<file path="src/rtl/oam_dma.sv">
// OAM DMA bus master: snoops CPU writes to the DMA register and copies LENGTH
// bytes from the selected source page to OAM through the mmu port.
module oam_dma #(
  parameter int unsigned LENGTH    = 160,
  parameter logic [15:0] DEST_BASE = 16'hFE00,
  parameter logic [15:0] REG_ADDR  = 16'hFF46
) (
  input  logic        iClock,
  input  logic        iReset,
  input  logic [15:0] iCpuAddr,
  input  logic        iCpuWe,
  input  logic [7:0]  iCpuData,
  input  logic [7:0]  iData,
  output logic        oBusReq,
  output logic [15:0] oAddr,
  output logic        oWe,
  output logic [7:0]  oData,
  output logic        oBusy,
  output logic        oDone,
  output logic [7:0]  oRegData
);

  localparam logic [2:0] IDLE  = 3'd0;
  localparam logic [2:0] START = 3'd1;
  localparam logic [2:0] READ  = 3'd2;
  localparam logic [2:0] LATCH = 3'd3;
  localparam logic [2:0] WRITE = 3'd4;
  localparam logic [2:0] DONE  = 3'd5;

  localparam logic [7:0] LAST_IDX = 8'(LENGTH - 32'd1);

  // Source pages E0-FF alias the work RAM at C0-DF.
  function automatic logic [7:0] foldEcho(input logic [7:0] page);
    if (page >= 8'hE0) begin
      foldEcho = page - 8'h20;
    end else begin
      foldEcho = page;
    end
  endfunction

  logic [2:0]  stateR,   stateS;
  logic [7:0]  counterR, counterS;
  logic [7:0]  srcHiR,   srcHiS;
  logic [7:0]  latchR,   latchS;
  logic [7:0]  regR,     regS;

  logic        busReqR,  busReqS;
  logic [15:0] addrR,    addrS;
  logic        weR,      weS;
  logic [7:0]  dataR,    dataS;
  logic        busyR,    busyS;
  logic        doneR,    doneS;

  logic        triggerS;

  assign triggerS = iCpuWe && (iCpuAddr == REG_ADDR);

  // Next-state sequencing; a register write overrides whatever the FSM was doing.
  always_comb begin
    stateS   = stateR;
    counterS = counterR;
    srcHiS   = srcHiR;
    latchS   = latchR;
    regS     = regR;
    case (stateR)
      IDLE:  stateS = IDLE;
      START: stateS = READ;
      READ:  stateS = LATCH;
      LATCH: begin
        stateS = WRITE;
        latchS = iData;
      end
      WRITE: begin
        if (counterR == LAST_IDX) begin
          stateS = DONE;
        end else begin
          counterS = counterR + 8'd1;
          stateS   = READ;
        end
      end
      DONE:    stateS = IDLE;
      default: stateS = IDLE;
    endcase
    if (triggerS) begin
      regS     = iCpuData;
      srcHiS   = foldEcho(iCpuData);
      counterS = 8'd0;
      stateS   = START;
    end else begin
      regS = regS;
    end
  end

  // Bus outputs are decoded from the upcoming state so they leave a register.
  always_comb begin
    busReqS = 1'b0;
    addrS   = 16'h0000;
    weS     = 1'b0;
    dataS   = 8'h00;
    busyS   = 1'b0;
    doneS   = 1'b0;
    case (stateS)
      IDLE: busyS = 1'b0;
      START: busyS = 1'b1;
      READ, LATCH: begin
        busReqS = 1'b1;
        busyS   = 1'b1;
        addrS   = {srcHiS, counterS};
      end
      WRITE: begin
        busReqS = 1'b1;
        busyS   = 1'b1;
        weS     = 1'b1;
        addrS   = DEST_BASE + {8'h00, counterS};
        dataS   = latchS;
      end
      DONE:    doneS = 1'b1;
      default: doneS = 1'b0;
    endcase
  end

  // State and registered outputs.
  always_ff @(posedge iClock or negedge iReset) begin
    if (!iReset) begin
      stateR   <= IDLE;
      counterR <= 8'd0;
      srcHiR   <= 8'h00;
      latchR   <= 8'h00;
      regR     <= 8'h00;
      busReqR  <= 1'b0;
      addrR    <= 16'h0000;
      weR      <= 1'b0;
      dataR    <= 8'h00;
      busyR    <= 1'b0;
      doneR    <= 1'b0;
    end else begin
      stateR   <= stateS;
      counterR <= counterS;
      srcHiR   <= srcHiS;
      latchR   <= latchS;
      regR     <= regS;
      busReqR  <= busReqS;
      addrR    <= addrS;
      weR      <= weS;
      dataR    <= dataS;
      busyR    <= busyS;
      doneR    <= doneS;
    end
  end

  assign oBusReq  = busReqR;
  assign oAddr    = addrR;
  assign oWe      = weR;
  assign oData    = dataR;
  assign oBusy    = busyR;
  assign oDone    = doneR;
  assign oRegData = regR;

endmodule

</file>
<file path="config.mk">
export PLATFORM = sky130hd
export DESIGN_NAME = oam_dma
export DESIGN_NICKNAME = d
export VERILOG_FILES = /design/src/rtl/oam_dma.sv
export SDC_FILE = /design/constraint.sdc
export NUM_CORES = 1
export LEC_CHECK = 0
export BUFFER_PORTS_ARGS = -buffer_cell sky130_fd_sc_hd__buf_2
export CAP_MARGIN = 20
export CORE_ASPECT_RATIO = 0.5
export CORE_UTILIZATION = 45
export DETAILED_ROUTE_END_ITERATION = 6
export PLACE_DENSITY = 0.72
export SLEW_MARGIN = 15
export SYNTH_ARGS = -nofsm -noshare
export SYNTH_HDL_FRONTEND = slang
export SYNTH_SLANG_ARGS = --single-unit
</file>
<file path="constraint.sdc">
create_clock -name iClock -period 4.4 [get_ports iClock]
set_clock_uncertainty 0.2 [all_clocks]
set_input_delay 0.44 -clock iClock [delete_from_list [all_inputs] [get_ports iClock]]
set_output_delay 0.44 -clock iClock [all_outputs]
set_load 0.01 [all_outputs]
</file>
Yosys cells after proc, flatten, opt, wreduce, memory -nomap -nowiden --
Index checks and enable logic that the tools add are counted.
Word-level totals: register bits 63, input bits 35, output and inout bits 36, word-level logic and storage cells 45
Operators by class: add/sub/neg operators 3, order comparisons 1, equality and inequality tests 11, multiplexer cells 15, reductions and logical operators 4
Operators with widths (number):
- 2-to-1 mux 8 bit | 7
- case mux 16 bit (2 select lines) | 1
- == test 16 bit, second input constant | 1
- == test 3 x 2 -> 1 bit, second input constant | 4
- case mux 3 bit (4 select lines) | 1
- adder 10 x 9 -> 11 bit, first input constant | 1
- == test 3 bit, second input constant | 3
- adder 8 x 1 -> 8 bit, second input constant | 1
- == test 8 bit, second input constant | 1
- >= comparator 8 bit, second input constant | 1
- subtractor 8 x 6 -> 8 bit, second input constant | 1
- == test 3 x 1 -> 1 bit, second input constant | 2
- 2-to-1 mux 3 bit | 2
- 2-to-1 mux 1 bit | 4
- OR reduction 4 bit | 1
- OR reduction 3 bit | 1
- OR reduction 2 bit | 1
- logical AND 1 bit | 1

Depth between registers and ports, before layout --
word-level depth 7, depth in mapped cells 7, depth with buffers taken out 5

Worst setup path before layout --
Ideal clock, no wire load.
kind input -> register, start input port iCpuAddr[3], end register regR[6], in the netlist oRegData[6], library setup time 0.125 ns, arrival 1.858 ns, data required time 4.075 ns, slack 2.217 ns, cell stages on the path 5, buffers on the path 1, path through nor4bb_1 > nand3b_1 > nor4_4 > buf_6 > mux2_2
Between the ends: cells in the longest elaborated chain, start to end 2
RTL lines:
- from (decl) | RTL line 10 | input logic [15:0] iCpuAddr,
- == test 16 bit | RTL line 56 | assign triggerS = iCpuWe && (iCpuAddr == REG_ADDR);
- logical AND 1 bit | RTL line 56
- to (signal assigned) | RTL line 141 | regR <= regS;
- to (decl) | RTL line 45 | logic [7:0] regR, regS;
Every way passes these cells. A chain may end at the register's enable or synchronous reset.

Worst setup path after layout --
start register stateR[0], end register addrR[5], in the netlist oAddr[5]
Between the ends: cells in the longest elaborated chain, start to end 6, elaborated cells on any way between the ends 14, classes of those cells add/sub (1); eq/ne (7); mux (5); reduce/logical (1)
RTL lines:
- from (decl) | RTL line 41 | logic [2:0] stateR, stateS;
- from (signal assigned) | RTL line 137 | stateR <= stateS;
- parallel branches: the longest is 5 deep, another holds adder 10 x 9 -> 11 bit
- case mux 16 bit (2 select lines) (*) | RTL line 102 | case (stateS)
- named net addrS[5] | RTL line 48 | logic [15:0] addrR, addrS;
- to (signal assigned) | RTL line 143 | addrR <= addrS;
- to (decl) | RTL line 48
Mark *: on every way through the listed nets, which the timed path passes.

==> results.json <==
{
  "outcome": "finished clean",
  "yosys.cell_types.count": 36,
  "synthCells": 192,
  "worst_ir_drop_vdd_v": 0.000193,
  "max_freq_ghz": 0.405,
  "critPathRequiredTime_ns": 4.42,
  "seqCellArea_mm2": 0.00138,
  "min_path_type": "input port to asynchronous set/reset pin",
  "antenna_found_initial": 0,
  "grt_usage_pct": 18.8,
  "layout_commonest_cell": "buf_2",
  "arrival_ns": 2.49,
  "viasPerCell": 5.07,
  "die_x_um": 102,
  "initial_core_util_pct": 49.1,
  "drt_wl_total_um": 4480,
  "root_buffer": "clkbuf_8",
  "post_cts_resized": 0,
  "synth_warnings": 0,
  "die_area_mm2": 0.00534,
  "num_vias": 1663,
  "cts_hold_buffers": 0,
  "post_cts_buffers": 0,
  "ys_seq_area_share_pct": 60.7,
  "multi_input_area_um2": 802,
  "power.leakage_nw": 1.41,
  "drv_cap": 0,
  "grt_pass1_vias": 1671,
  "avgSynthCellArea_um2": 11.8,
  "die_height_um": 52.2,
  "setup_tns_ns": 0,
  "critPathMaxFanout": 13,
  "critPathCaptureType": "flop",
  "ant_nets": 0,
  "cts_sinks": 55,
  "finalCritPeriodShare_pct": 56.1,
  "clkSlewWorstSetupHoldPaths_ns": 0.11,
  "dpl.hpwl_um": 3150,
  "grt_pass1_wl_um": 7300,
  "worstMarginPinSlew_ns": 0.956,
  "gr-total-overflow": 0,
  "min_period_ns": 2.47,
  "syn2layout_area_growth_pct": 21.3,
  "syn-num-nets": 229,
  "cts.path.max_buffers": 2,
  "layout_setup_ws_ns": 1.93,
  "power_density_mw_per_mm2": 528,
  "grt_max_degree": 56,
  "drive_above_1_share_pct": 38.2,
  "io_buffers": 70,
  "path_class": "flop to flop",
  "rows": 17,
  "setup_viol": 0,
  "slew_headroom_pct": 36.3,
  "slew_violations": 0,
  "layout_common_cells": "70 x buf_2, 55 x dfrtp_1, 21 x nor2_1, 21 x nor3_1, 16 x mux2_2",
  "syn_area_mm2": 0.00227,
  "hold_violations": 0,
  "clk_latency_ns": 0.32,
  "drc_errors": 0,
  "routabilityCongestion": 0.824,
  "antenna_cells": 0,
  "drt_iter0_markers": 57,
  "htree_levels": 2,
  "cts_buffers": 5,
  "ios": 71,
  "rsz0062_at_grt": "false",
  "crit_path_start_kind": "flop",
  "n_fill_cell": 416,
  "dp_slack_ns": 1.88,
  "nets": 298,
  "dr.pass1.iters": 4,
  "cts_tree": "built",
  "fp.coreArea_mm2": 0.00462,
  "ys_ff_latch": 55,
  "routedWlPerCell_um": 13.7
}
## kinds of logic (layout without fill, tap and decap cells)
| kind of cell | count (synthesis) | in the layout | synth area share, % |
|---|---|---|---|
| buffers and inverters | 17 | 87 | 3.86 |
| AND/OR/NAND/NOR | 76 | 76 | 17.4 |
| adder cells (fa/ha/maj) | 6 | 6 | 2.87 |
| flip-flops | 55 | 55 | 60.7 |
| AO/OA/AOI/OAI | 15 | 15 | 4.31 |
| XOR/XNOR | 5 | 5 | 1.93 |
| multiplexers | 18 | 18 | 8.83 |
## sequential cells by signal, indices dropped and copies added (netlist names)
signal	cells
oBusy	1
stateR	3
oData	8
counterR	8
oWe	1
oDone	1
srcHiR	8
oAddr	16
oBusReq	1
oRegData	8
## cell type report
class	instances	area share, %
Clock buffer	5	2.50
Clock inverter	3	0.865
Inverter	6	0.819
Multi-Input combinational cell	120	29.2
Sequential cell	55	50.1
Tap cell	66	3.00
Timing Repair Buffer	73	13.6
## per-stage QoR
stage	hold WS, ns	cells	cell area [um2]	utilization (%)	power (mW)
floorplan	-0.0556	192	2270	-	1.01
global placement	0.287	320	2660	57.5	1.15
detailed placement	0.291	320	2660	57.5	1.18
CTS	0.0578	328	2750	59.6	1.46
global route	0.0999	328	2750	59.6	1.55
finish	0.0423	328	2750	59.6	1.45
## power by group
| part | internal [mW] | switching [mW] | leakage, nW | total (mW) |
|---|---|---|---|---|
| sequential | 0.633 | 0.0844 | 0.713 | 0.717 |
| clock | 0.114 | 0.171 | 0.0408 | 0.285 |
| combinational | 0.188 | 0.259 | 0.655 | 0.448 |
| total | 0.935 | 0.515 | 1.41 | 1.45 |
## Yosys cell counts
cell type	instances	area, um2
nor3_1	21	105
nand2b_1	1	6.26
or3b_2	1	8.76
mux2i_1	2	20.0
a21o_1	1	7.51
nand3b_1	1	7.51
o21a_1	1	7.51
xor2_1	2	17.5
mux2_2	16	180
nor2_1	21	78.8
nand2_1	10	37.5
nor4bb_1	1	10.0
nor4_4	1	21.3
nor2b_1	1	6.26
buf_6	1	11.3
or2_2	1	6.26
inv_1	5	18.8
buf_4	2	15.0
nor4_1	2	12.5
nand4bb_1	1	11.3
xnor2_1	3	26.3
ha_1	2	25.0
a22oi_1	4	30.0
a311o_1	1	10.0
nand3_1	5	25.0
a21oi_1	4	20.0
a31oi_1	2	12.5
dfrtp_1	55	1380
clkbuf_1	1	3.75
and3_1	2	12.5
clkinv_1	1	3.75
maj3_1	4	40.0
nor3b_1	2	15.0
nand4_1	5	31.3
buf_2	7	35.0
o21ai_0	2	10.0
## worst max-delay path: stages (launching register included)
cell and delay [ns]:
dfrtp_1 0.51, nor3b_1 0.61, o21a_1 0.42, a21oi_1 0.28, nor4_1 0.35
## worst paths after layout
path / startpoint / slack (ns) / cells past startpoint / to
setup / recovery: stateR[0] / 1.93 / 4 / oAddr[5]
hold / removal: iReset / 0.04 / 2 / srcHiR[2]
setup reg to reg: stateR[0] / 1.93 / 4 / oAddr[5]
hold reg to reg: oRegData[1] / 0.31 / 1 / oRegData[1]
max in group asynchronous: iReset / 3.51 / 2 / oAddr[3]
min in group iClock: iData[6] / 0.13 / 3 / oData[6]
## metal layers
layer	up-vias	global-route usage [%]	share of wire, %
met3	8	4.40	4.7
met4	0	9.29	1.9
met2	58	32.3	48
met1	795	22.6	45
met5	-	0	0
li1	802	-	-
No activity file was read; power rests on OpenSTA's default activity.
